`src/rtl/chunked_serial_adder.sv`:
```
// Multi-cycle adder: sums WIDTH-bit operands CHUNK bits per clock with a registered carry.
// Optional subtract mode (Sub port) is enabled by defining CHUNKED_SERIAL_ADDER_SUB_EN.
module chunked_serial_adder #(
  parameter int unsigned WIDTH = 16,
  parameter int unsigned CHUNK = 4
) (
  input  logic             clk,
  input  logic             rst_n,
  input  logic             in_valid,
  output logic             in_ready,
  input  logic [WIDTH-1:0] A,
  input  logic [WIDTH-1:0] B,
  input  logic             Cin,
`ifdef CHUNKED_SERIAL_ADDER_SUB_EN
  input  logic             Sub,
`endif
  output logic             out_valid,
  input  logic             out_ready,
  output logic [WIDTH-1:0] Sum,
  output logic             Cout,
  output logic             Overflow
);

  localparam int unsigned N     = WIDTH / CHUNK;
  localparam int unsigned CNT_W = $clog2(N + 1);
  localparam int unsigned CW    = CHUNK + 1;

  localparam logic [1:0] IDLE = 2'd0;
  localparam logic [1:0] ADD  = 2'd1;
  localparam logic [1:0] HOLD = 2'd2;

  generate
    if (WIDTH < 1 || CHUNK < 1 || (WIDTH % CHUNK) != 0) begin : g_param_check
      $error("chunked_serial_adder: WIDTH must be a non-zero multiple of CHUNK");
    end
  endgenerate

  logic [1:0]       state_q, state_d;
  logic [WIDTH-1:0] a_q, a_d, b_q, b_d, res_q, res_d;
  logic             carry_q, carry_d;
  logic [CNT_W-1:0] cnt_q, cnt_d;
  logic             in_ready_d, out_valid_d, cout_d, overflow_d;
  logic [WIDTH-1:0] sum_d;

  // Operand conditioning at accept time: subtraction is A + ~B + ~Cin.
  logic [WIDTH-1:0] b_in_c;
  logic             cin_in_c;
`ifdef CHUNKED_SERIAL_ADDER_SUB_EN
  assign b_in_c   = Sub ? ~B : B;
  assign cin_in_c = Sub ? ~Cin : Cin;
`else
  assign b_in_c   = B;
  assign cin_in_c = Cin;
`endif

  // One ripple stage over the low chunk of the operand shift registers.
  logic [CW-1:0]    chunk_full_c;
  logic [CHUNK-1:0] chunk_sum_c;
  logic             chunk_cout_c;
  logic             msb_cin_c;
  logic             last_c;

  assign chunk_full_c = CW'(a_q[CHUNK-1:0]) + CW'(b_q[CHUNK-1:0]) + CW'(carry_q);
  assign chunk_sum_c  = chunk_full_c[CHUNK-1:0];
  assign chunk_cout_c = chunk_full_c[CHUNK];
  // Carry into the chunk MSB recovered from its sum bit; used for overflow on the last chunk.
  assign msb_cin_c    = a_q[CHUNK-1] ^ b_q[CHUNK-1] ^ chunk_sum_c[CHUNK-1];
  assign last_c       = (cnt_q == CNT_W'(N - 1));

  // Next-state and output logic.
  always_comb begin
    state_d     = state_q;
    a_d         = a_q;
    b_d         = b_q;
    res_d       = res_q;
    carry_d     = carry_q;
    cnt_d       = cnt_q;
    in_ready_d  = in_ready;
    out_valid_d = out_valid;
    sum_d       = Sum;
    cout_d      = Cout;
    overflow_d  = Overflow;

    case (state_q)
      IDLE: begin
        if (in_valid) begin
          a_d        = A;
          b_d        = b_in_c;
          carry_d    = cin_in_c;
          cnt_d      = '0;
          in_ready_d = 1'b0;
          state_d    = ADD;
        end
      end
      ADD: begin
        a_d     = a_q >> CHUNK;
        b_d     = b_q >> CHUNK;
        res_d   = (res_q >> CHUNK) | (WIDTH'(chunk_sum_c) << (WIDTH - CHUNK));
        carry_d = chunk_cout_c;
        cnt_d   = cnt_q + CNT_W'(1);
        if (last_c) begin
          sum_d       = res_d;
          cout_d      = chunk_cout_c;
          overflow_d  = msb_cin_c ^ chunk_cout_c;
          out_valid_d = 1'b1;
          state_d     = HOLD;
        end
      end
      HOLD: begin
        if (out_ready) begin
          out_valid_d = 1'b0;
          in_ready_d  = 1'b1;
          state_d     = IDLE;
        end
      end
      default: begin
        out_valid_d = 1'b0;
        in_ready_d  = 1'b1;
        state_d     = IDLE;
      end
    endcase
  end

  always_ff @(posedge clk or negedge rst_n) begin
    if (!rst_n) begin
      state_q   <= IDLE;
      a_q       <= '0;
      b_q       <= '0;
      res_q     <= '0;
      carry_q   <= 1'b0;
      cnt_q     <= '0;
      in_ready  <= 1'b1;
      out_valid <= 1'b0;
      Sum       <= '0;
      Cout      <= 1'b0;
      Overflow  <= 1'b0;
    end else begin
      state_q   <= state_d;
      a_q       <= a_d;
      b_q       <= b_d;
      res_q     <= res_d;
      carry_q   <= carry_d;
      cnt_q     <= cnt_d;
      in_ready  <= in_ready_d;
      out_valid <= out_valid_d;
      Sum       <= sum_d;
      Cout      <= cout_d;
      Overflow  <= overflow_d;
    end
  end

endmodule

```
`config.mk`:
```
export PLATFORM = sky130hd
export DESIGN_NAME = chunked_serial_adder
export DESIGN_NICKNAME = d
export VERILOG_FILES = /design/src/rtl/chunked_serial_adder.sv
export SDC_FILE = /design/constraint.sdc
export NUM_CORES = 1
export LEC_CHECK = 0
export ABC_AREA = 1
export BUFFER_PORTS_ARGS = -buffer_cell sky130_fd_sc_hd__clkbuf_2
export CORE_ASPECT_RATIO = 0.6
export CORE_MARGIN = 10
export CORE_UTILIZATION = 50
export CTS_BUF_LIST = sky130_fd_sc_hd__clkbuf_16
export DETAILED_ROUTE_END_ITERATION = 12
export PLACE_DENSITY_LB_ADDON = 0.1
export SETUP_SLACK_MARGIN = 0.5
export SLEW_MARGIN = 15
export SYNTH_ARGS = -nofsm -noshare
export SYNTH_HDL_FRONTEND = slang
export SYNTH_SLANG_ARGS = --single-unit
```
`constraint.sdc`:
```
create_clock -name clk -period 1.64 [get_ports clk]
set_input_delay 0.164 -clock clk [delete_from_list [all_inputs] [get_ports clk]]
set_output_delay 0.164 -clock clk [all_outputs]
set_load 0.1 [all_outputs]
```
==> impl_results.rst, run 1 <==
.. list-table::
   :header-rows: 1

   * - Metric
     - Value
   * - Fraction of final layout cells sized beyond drive strength 1
     - 0.6115
   * - Syn nets
     - between 300 and 400
   * - Flops & latches, synth
     - 70
   * - Antenna diode instance count
     - 0
   * - Largest net degree at the start of global routing
     - slightly above 70
   * - Initial drt markers
     - 382
   * - Rows
     - 22
   * - Critical path required time
     - about 1900 ps
   * - Mapped Cells
     - between 300 and 400
   * - RSZ-0062 raised after global routing
     - true
   * - Global-route layer with the greatest usage
     - met2
   * - Endpoint kind of the worst setup timing path
     - register
   * - Worst Setup Slack, final
     - -95.13 ps
   * - Maximum level of the CTS H-tree
     - 3
   * - Maximum count of clock buffers along a single path
     - 2
   * - Sink Count
     - 70
   * - Die height
     - slightly above 80 um
   * - Global-route wire length before repair
     - between 10000 and 15000 um
   * - Critical Path Most Common Cell
     - nand2_2
   * - Post-layout instance area
     - between 5000 and 6000 um2
   * - Async SR Flop Fraction
     - 1.000
   * - Vias after detailed routing
     - 3191
   * - Starting density of the core
     - 0.5121
   * - Clock Skews
     - 8.202 ps
   * - Commonest non-fill, non-tap cells in the layout
     - 65 x dfrtp_1, 50 x o21ai_2, 35 x clkbuf_2, 30 x nand2_1, 28 x o21ai_1
   * - Die area
     - a little under 10000 um2
   * - Hpwl dp
     - 4990 um
   * - Count of filler cells inserted in the layout
     - between 150 and 200
   * - Core region area
     - approximately 6000 um2
   * - Most common library cell in the layout ignoring fill and taps
     - dfrtp_1
   * - Biggest cell delay along the critical path
     - 430 ps
   * - GPL Wtd Cong
     - roughly 0.78
   * - Global Route Usage Sum
     - 0.1722
   * - Overflow left after global routing
     - 0
   * - Total of max-cap violations
     - 0
   * - Final cycle utilization of the critical path
     - 1.058
   * - Tightest Hold Check Type
     - primary input to register
   * - Cell area after placement
     - ~3500 um2
   * - Violated checks
     - setup timing
   * - Placement-stage worst setup slack
     - 12.20 ps
   * - Minimum hold slack
     - ~38 ps
   * - Average cell area after synthesis
     - ~8.9 um2
   * - Crit path max fanout
     - 3
   * - Storage element area
     - about 1800 um2
   * - Least-Margin Pin Slew
     - 378.2 ps
   * - CP startpoint kind
     - register
   * - Slowest stage cell on the critical path
     - dfrtp_1
   * - Antenna violations before repair
     - 0
   * - Top_reg_cell synth
     - dfrtp_1
   * - Layout Nets
     - 492
   * - Post-synthesis sequential area ratio
     - 0.5627
   * - Insertion delay of the later-clocked pin in the worst-skew pair
     - 340 ps
   * - Tmin final
     - ~1700 ps
   * - Synth unique cells
     - 23
   * - Worst path cell trace
     - fa_2, inv_2, fa_2, inv_2, nand2_2, nand2_2, nand2_2, buf_4, a21oi_2
   * - Layout Area Growth over Synthesis
     - 78.51%
   * - Met3 capacity usage during global routing
     - 0.06856
   * - Clock transition at the registers of the reported paths
     - 60 ps
   * - Max Clk Rate
     - approximately 580 MHz
   * - Root buffer cell
     - clkbuf_16
   * - GR met2 Demand/Resource
     - 0.2634
   * - Critical path start-end classification
     - register to register
   * - TritonCTS clock tree
     - done
   * - Final Hold Viols
     - 0
   * - Outcome
     - finished with violations
   * - Routed wire length per instance
     - roughly 24 um
   * - Post-synth design cell area
     - between 3000 and 4000 um2
   * - Area occupied by multi-input gates
     - between 1500 and 2000 um2
   * - WP data arrival
     - 2000 ps
   * - Number of failing setup endpoints in the final timing report
     - 7
   * - DRT Wirelength
     - between 10000 and 15000 um
   * - Average vias per placed instance
     - 5.942
   * - Length of the first detailed-routing pass in iterations
     - 7
   * - DRC
     - 0
   * - Final number of max-transition violations
     - 0
   * - Count of nets left with antenna violations after detail routing
     - 0
   * - Relative max-transition margin
     - 0.7478
   * - Number of synthesis warnings
     - 0
   * - Number of global-route vias before repair
     - roughly 2700
   * - Die span in x
     - approximately 120 um
   * - Post-synth EDFFs
     - 0
   * - GR met1 Demand/Resource
     - 0.2235
   * - Number of buffer cells added on primary ports
     - 56
   * - CTS buffer count
     - 9
   * - Io pins
     - 57
## cells in the mapped netlist (3+ instances only)
library cell / count / share of area
nand2_1: 65 / 0.078
inv_2: 3 / 0.0036
nor2_1: 29 / 0.035
o21ai_0: 43 / 0.069
buf_2: 11 / 0.018
inv_1: 24 / 0.029
a21oi_1: 3 / 0.0048
ha_1: 5 / 0.020
dfrtp_1: 69 / 0.55
buf_6: 4 / 0.014
o21ai_1: 35 / 0.056
nand3_1: 40 / 0.064
o22ai_1: 3 / 0.0060
## per-stage QoR
| step | cells | util | setup TNS, ps |
|---|---|---|---|
| 4_1_cts | 512 | 0.7063 | 0 |
| 3_3_place_gp | 481 | 0.5829 | 0 |
| 2_1_floorplan | 349 | - | 0 |
| 6_report | 537 | 0.9142 | -386.3 |
| 5_1_grt | 537 | 0.9142 | -807.5 |
| 3_5_place_dp | 481 | 0.5829 | 0 |
## critical path: cells and delay by family, from the launching register on
kind            cells  cell delay, ps
flops               1             430
compound gates      1             130
fa+ha+maj           2             620
simple gates        3             200
buf+inv             3             280
## layout make-up
cell class	count	share of cell area
multi-input combinational	233	0.3381
sequential	70	0.3161
timing repair buffer	107	0.2470
clock buffer	9	0.04049
inverter	27	0.02475
tap	84	0.01890
clock inverter	7	0.01462
## sequential cells by signal, summed over array words and instances (netlist names)
name and cells:
Cout 1, cnt_q 3, b_q 16, a_q 16, Overflow 1, res_q 12, carry_q 1, state_q 2
out_valid 1, Sum 16, in_ready 1
## worst paths after layout
path | startpoint | end | slack [ps] | depth (start not counted)
max in group asynchronous | rst_n | in_ready | 920 | 3
setup reg to reg | a_q[0] | carry_q | -100 | 9
hold reg to reg | res_q[11] | res_q[11] | 510 | 2
min in group asynchronous | rst_n | a_q[6] | 390 | 3
setup / recovery | a_q[0] | carry_q | -100 | 9
hold / removal | B[12] | b_q[12] | 40 | 3
## kinds of logic (layout without fill, tap and decap cells)
| kind of cell | count (synthesis) | after routing | synth area share |
|---|---|---|---|
| simple gates | 139 | 140 | 0.1892 |
| compound gates | 85 | 85 | 0.1390 |
| flops | 70 | 70 | 0.5627 |
| buf+inv | 47 | 150 | 0.07349 |
| fa+ha+maj | 7 | 7 | 0.03293 |
| xor+xnor | 1 | 1 | 0.002812 |
## what timing repair did
item	4_1_cts	5_1_grt
pin swaps	10	67
resized for setup	68	279
endpoints found under the setup margin	79	67
hold buffers	1	0
setup buffers	10	12
endpoints found under the hold margin	69	0
gates cloned	4	13
## layer usage
metal	up-vias	routed length, um
li1	1357	-
met1	1562	5000
met2	224	6118
met3	48	1541
met4	0	414
met5	-	0
Power of run 1 is left out: the tool's default activity adds up to more than one toggle a clock period on the data nets, which glitch-free logic cannot reach.
==> run 2, diff against run 1 <==
- clock period: 1.64 -> 2.2 ns (I/O delays scaled with it)
==> run 2 against run 1 <==
  * The run now ends clean
  * Flip-flop and latch count unchanged
  * Die area unchanged
  * Critical path depth unchanged
  * Register-to-register slack better by 650 ps
  * Largest cell class is now registers
  * Clock skew down 2.8 ps
  * Routed wire length down 45%
==> impl_results.rst, run 2 (synthesized netlist as in run 1, its figures left out) <==
.. list-table::
   :header-rows: 1

   * - Metric
     - Value
   * - Outcome
     - complete, no violations
   * - Number of buffer cells added on primary ports
     - 56
   * - RSZ-0062 raised after global routing
     - true
   * - Final cycle utilization of the critical path
     - 0.7483
   * - Largest net degree at the start of global routing
     - 54
   * - Post-layout instance area
     - 3742 um2
   * - Area occupied by multi-input gates
     - between 1000 and 1500 um2
   * - Layout Nets
     - 449
   * - Layout Area Growth over Synthesis
     - 20.12%
   * - Die span in x
     - 121.9 um
   * - Worst path cell trace
     - fa_2, inv_2, fa_2, inv_1, nand2_1, nand2_1, nand2_2, buf_4, o21ai_1
   * - Largest registers
     - Sum: 16 flops, a_q: 16 flops, b_q: 16 flops
   * - Clock transition at the registers of the reported paths
     - ~50 ps
   * - Relative max-transition margin
     - 0.6371
   * - Tightest Hold Check Type
     - primary input to register
   * - Global-route wire length before repair
     - 11980 um
   * - Storage element area
     - 1753 um2
   * - Fraction of final layout cells sized beyond drive strength 1
     - 0.2220
   * - Antenna diode instance count
     - 0
   * - Antenna violations before repair
     - 0
   * - Clock Skews
     - 5.451 ps
   * - Die height
     - 81.15 um
   * - Overflow left after global routing
     - 0
   * - Count of nets left with antenna violations after detail routing
     - 0
   * - CTS buffer count
     - 9
   * - Total of max-cap violations
     - 0
   * - DRT Wirelength
     - about 7200 um
   * - DRC
     - 0
   * - Sink Count
     - 70
   * - Slowest stage cell on the critical path
     - fa_2
   * - Maximum count of clock buffers along a single path
     - 2
   * - Maximum level of the CTS H-tree
     - 3
   * - Die area
     - 9892 um2
   * - Average vias per placed instance
     - around 5.1
   * - GPL Wtd Cong
     - just under 0.8
   * - Accumulated negative setup slack
     - 0 ps
   * - Io pins
     - 57
   * - CP Buf/Inv Count
     - 3
   * - Length of the first detailed-routing pass in iterations
     - 4
   * - Routed wire length per instance
     - 14.62 um
   * - Initial drt markers
     - roughly 210
   * - Endpoint kind of the worst setup timing path
     - register
   * - Final number of max-transition violations
     - 0
   * - Crit path max fanout
     - 2
   * - Critical path required time
     - 2410 ps
   * - Least-Margin Pin Slew
     - approximately 550 ps
   * - Family of cells with the greatest summed delay on the critical path
     - adder cells
   * - Critical path start-end classification
     - register to register
   * - Starting density of the core
     - 0.5121
   * - WP data arrival
     - between 1500 and 2000 ps
   * - Count of filler cells inserted in the layout
     - around 560
   * - Commonest non-fill, non-tap cells in the layout
     - 69 x dfrtp_1, 64 x nand2_1, 55 x clkbuf_2, 43 x o21ai_0, 40 x nand3_1
   * - Number of global-route vias before repair
     - about 2500
   * - Biggest cell delay along the critical path
     - between 400 and 500 ps
   * - Insertion delay of the later-clocked pin in the worst-skew pair
     - between 300 and 400 ps
   * - Vias after detailed routing
     - about 2500
   * - TritonCTS clock tree
     - done
   * - Number of failing setup endpoints in the final timing report
     - 0
   * - Root buffer cell
     - clkbuf_16
   * - Final Hold Viols
     - 0
   * - Global Route Usage Sum
     - 0.1530
   * - Most common library cell in the layout ignoring fill and taps
     - dfrtp_1
   * - CP startpoint kind
     - register
   * - Max Clk Rate
     - 607.4 MHz
   * - Cell area after placement
     - around 3400 um2
   * - Core region area
     - ~6100 um2
   * - Hpwl dp
     - between 4000 and 5000 um
   * - Tmin final
     - between 1500 and 2000 ps
   * - Rows
     - 22
==> run 2: changes by cell type in the layout (fill, tap and decap cells not counted), sizes merged <==
cell | previous run | this run
clkinv | 5 | 4
nand3 | 41 | 40
clkbuf | 58 | 64
bufinv | 2 | 0
clkinvlp | 0 | 1
buf | 57 | 9
inv | 27 | 29
==> run 2: timing repair <==
action,4_1_cts,5_1_grt
gates resized for setup,2,6
hold buffers,1,0
setup endpoints to repair,3,13
endpoints found under the hold margin,17,0
cloned,0,0
pin swaps,0,2
buffers inserted,0,2
==> run 2: cell type report <==
type / instances / share of cell area
timing repair buffer: 65 / 0.1003
multi-input combinational: 232 / 0.3049
clock buffer: 9 / 0.06018
tap: 84 / 0.02808
sequential: 70 / 0.4684
inverter: 27 / 0.02909
clock inverter: 7 / 0.009027
==> run 2: metrics by stage <==
stage,hold slack (ps),std cells,utilization,setup WS [ps]
after global routing,140.7,494,0.6152,464.1
after floorplan,-75.59,349,-,591.0
after detailed placement,179.6,475,0.5660,470.8
after global placement,181.5,475,0.5660,511.4
final,118.6,494,0.6152,553.7
after CTS,111.1,492,0.6111,484.9
==> run 2: layer usage <==
metal  vias up  track usage  part of all wire
met3         4      0.07479             0.081
met2        61       0.2259              0.44
met1      1201       0.2000              0.47
li1       1266            -                 -
met5         -            0                 0
met4         0      0.03199            0.0072
==> run 2: tightest hold or removal path, cell delays in order <==
cell and delay (ps):
clkbuf_2 80, inv_1 30, o21ai_0 70
==> run 2: worst paths after layout <==
| path | start | endpoint | slack (ps) | cells past startpoint |
|---|---|---|---|---|
| min in group asynchronous | rst_n | a_q[3] | 370 | 2 |
| worst max-delay path | carry_q | Cout | 550 | 9 |
| worst min-delay path | B[12] | b_q[12] | 120 | 3 |
| max in group asynchronous | rst_n | in_ready | 1170 | 3 |
| worst min register to register | in_ready | in_ready | 460 | 2 |
| worst max register to register | carry_q | Cout | 550 | 9 |
Power of run 2 is left out for the same reason.
==> run 3, diff against run 2 <==
- clock period: 2.2 -> 1.6 ns (I/O delays scaled with it)
==> run 3 against run 2 <==
  * Critical path depth down 2
  * Critical path type unchanged
  * Die area unchanged
  * Count of clock-buffer cells in the layout is the same
  * Final area rose by 53%
  * The flow now finishes with violations (setup timing)
  * Maximum frequency decreased by 7.8%
  * Global-route usage up 7.9 points
  * Final cell count is 12% higher
  * Clock skew increased by 1.5 ps
  * Largest cell class is now multi-input combinational cells
  * Highest routed layer unchanged
  * Worst hold slack got worse by 81 ps
  * Register-to-register slack worse by 740 ps
  * Sequential share of layout area decreased by 16 points
==> impl_results.rst, run 3 (synthesized netlist as in run 1, its figures left out) <==
.. list-table::
   :header-rows: 1

   * - Metric
     - Value
   * - TritonCTS clock tree
     - done
   * - Slowest stage cell on the critical path
     - dfrtp_1
   * - Io pins
     - 57
   * - Least-Margin Pin Slew
     - about 410 ps
   * - Global-route wire length before repair
     - 17620 um
   * - Launching element of the worst setup path
     - carry_q
   * - R2r worst-path depth
     - 7
   * - Accumulated negative setup slack
     - -798.8 ps
   * - Biggest cell delay along the critical path
     - between 400 and 500 ps
   * - Routed wire length per instance
     - about 28 um
   * - Layout Nets
     - 506
   * - Maximum level of the CTS H-tree
     - 3
   * - Number of failing setup endpoints in the final timing report
     - 7
   * - Reg-to-reg startpoint
     - carry_q
   * - Clock transition at the registers of the reported paths
     - 60 ps
   * - Final Hold Viols
     - 0
   * - Count of filler cells inserted in the layout
     - roughly 160
   * - WP data arrival
     - about 2100 ps
   * - Global Route Usage Sum
     - 0.2315
   * - Clock Skews
     - ~7 ps
   * - Worst Setup Slack, final
     - -185.6 ps
   * - Die area
     - ~9900 um2
   * - Rows
     - 22
   * - Root buffer cell
     - clkbuf_16
   * - R2R Path End
     - Sum[14]
   * - Antenna violations before repair
     - 0
   * - DRC
     - 0
   * - Endpoint kind of the worst setup timing path
     - register
   * - CP startpoint kind
     - register
   * - Final number of max-transition violations
     - 0
   * - R2R Setup Slk
     - -190 ps
   * - GPL Wtd Cong
     - 0.7762
   * - Core region area
     - approximately 6000 um2
   * - Violated checks
     - setup timing
   * - Crit path max fanout
     - 2
   * - Starting density of the core
     - 0.5121
   * - Relative max-transition margin
     - 0.7296
   * - Tightest Hold Check Type
     - primary input to register
   * - Number of global-route vias before repair
     - 3231
   * - Critical Path End
     - Sum[14]
   * - Critical path required time
     - roughly 1900 ps
   * - Maximum count of clock buffers along a single path
     - 2
   * - Outcome
     - finished with violations
   * - Sink Count
     - 70
   * - Length of the first detailed-routing pass in iterations
     - 8
   * - Number of buffer cells added on primary ports
     - 56
   * - Max Clk Rate
     - between 500 and 600 MHz
   * - Die span in x
     - about 120 um
   * - Antenna diode instance count
     - 0
   * - Average vias per placed instance
     - ~6.6
   * - Commonest non-fill, non-tap cells in the layout
     - 68 x dfrtp_1, 43 x o21ai_2, 35 x clkbuf_2, 30 x nand3_2, 29 x o21ai_1
   * - RSZ-0062 raised after global routing
     - true
   * - Initial drt markers
     - ~550
   * - Insertion delay of the later-clocked pin in the worst-skew pair
     - approximately 350 ps
   * - DRT Wirelength
     - 15620 um
   * - Layout Area Growth over Synthesis
     - 84.10%
   * - Vias after detailed routing
     - approximately 3600
   * - Tmin final
     - 1786 ps
   * - Count of nets left with antenna violations after detail routing
     - 0
   * - Largest net degree at the start of global routing
     - approximately 70
   * - CTS buffer count
     - 9
   * - Critical path start-end classification
     - register to register
   * - Die height
     - 81.15 um
   * - Worst path cell trace
     - fa_2, inv_2, fa_2, buf_4, xnor2_2, nand2_1, nand2_1
   * - Total of max-cap violations
     - 0
   * - Most common library cell in the layout ignoring fill and taps
     - dfrtp_1
   * - Hpwl dp
     - between 4000 and 5000 um
   * - Fraction of final layout cells sized beyond drive strength 1
     - 0.5996
   * - Overflow left after global routing
     - 0
   * - Worst Hold Depth
     - 3
   * - Final cycle utilization of the critical path
     - 1.116
   * - Largest registers
     - Sum: 16 flops, a_q: 16 flops, b_q: 16 flops
## run 3: worst max-delay path: cells and delay by family (launching register included)
family                   cells  cell delay, ps
adder cells (fa/ha/maj)      2             650
buffers and inverters        2             220
XOR/XNOR                     1             220
AND/OR/NAND/NOR              2             220
flip-flops                   1             410
## run 3: worst min path at each step
stage / startpoint / endpoint
after floorplan: rst_n / Cout
after global placement: rst_n / a_q[6]
after detailed placement: rst_n / a_q[6]
after CTS: A[12] / a_q[12]
after global routing: B[12] / b_q[12]
final: B[13] / b_q[13]
## run 3: through the flow
| stage | area (um2) | utilization | std cells | hold slack (ps) | setup slack [ps] |
|---|---|---|---|---|---|
| global placement | 3553 | 0.5841 | 482 | 214.7 | 31.48 |
| detailed placement | 3553 | 0.5841 | 482 | 214.1 | -19.94 |
| CTS | 4902 | 0.8058 | 533 | 45.54 | -23.11 |
| finish | 5736 | 0.9428 | 551 | 37.57 | -185.6 |
| global route | 5736 | 0.9428 | 551 | 49.83 | -202.4 |
| floorplan | 3179 | - | 349 | -135.6 | 81.32 |
## run 3: area by class of cell
type | instances | area, um2 | area share
clock inverter | 7 | 56.30 | 0.009817
inverter | 27 | 113.9 | 0.01985
tap | 84 | 105.1 | 0.01832
sequential | 70 | 1754 | 0.3058
timing repair buffer | 122 | 1612 | 0.2810
clock buffer | 9 | 225.2 | 0.03927
multi-input combinational | 232 | 1869 | 0.3259
## run 3: what timing repair did
action	in CTS	in global routing
pin swaps	38	55
hold endpoints to repair	69	0
hold buffers	1	0
resized for setup	162	168
endpoints found under the setup margin	84	90
cloned	14	5
buffers inserted	20	13
## run 3: layer usage
layer  part of all wire  wire [um]  global-route usage
met4              0.065       1009              0.1066
met5                  0          0                   0
met3               0.14       2115             0.08033
met2               0.44       6893              0.3672
met1               0.36       5600              0.2818
Power of run 3 is left out for the same reason.
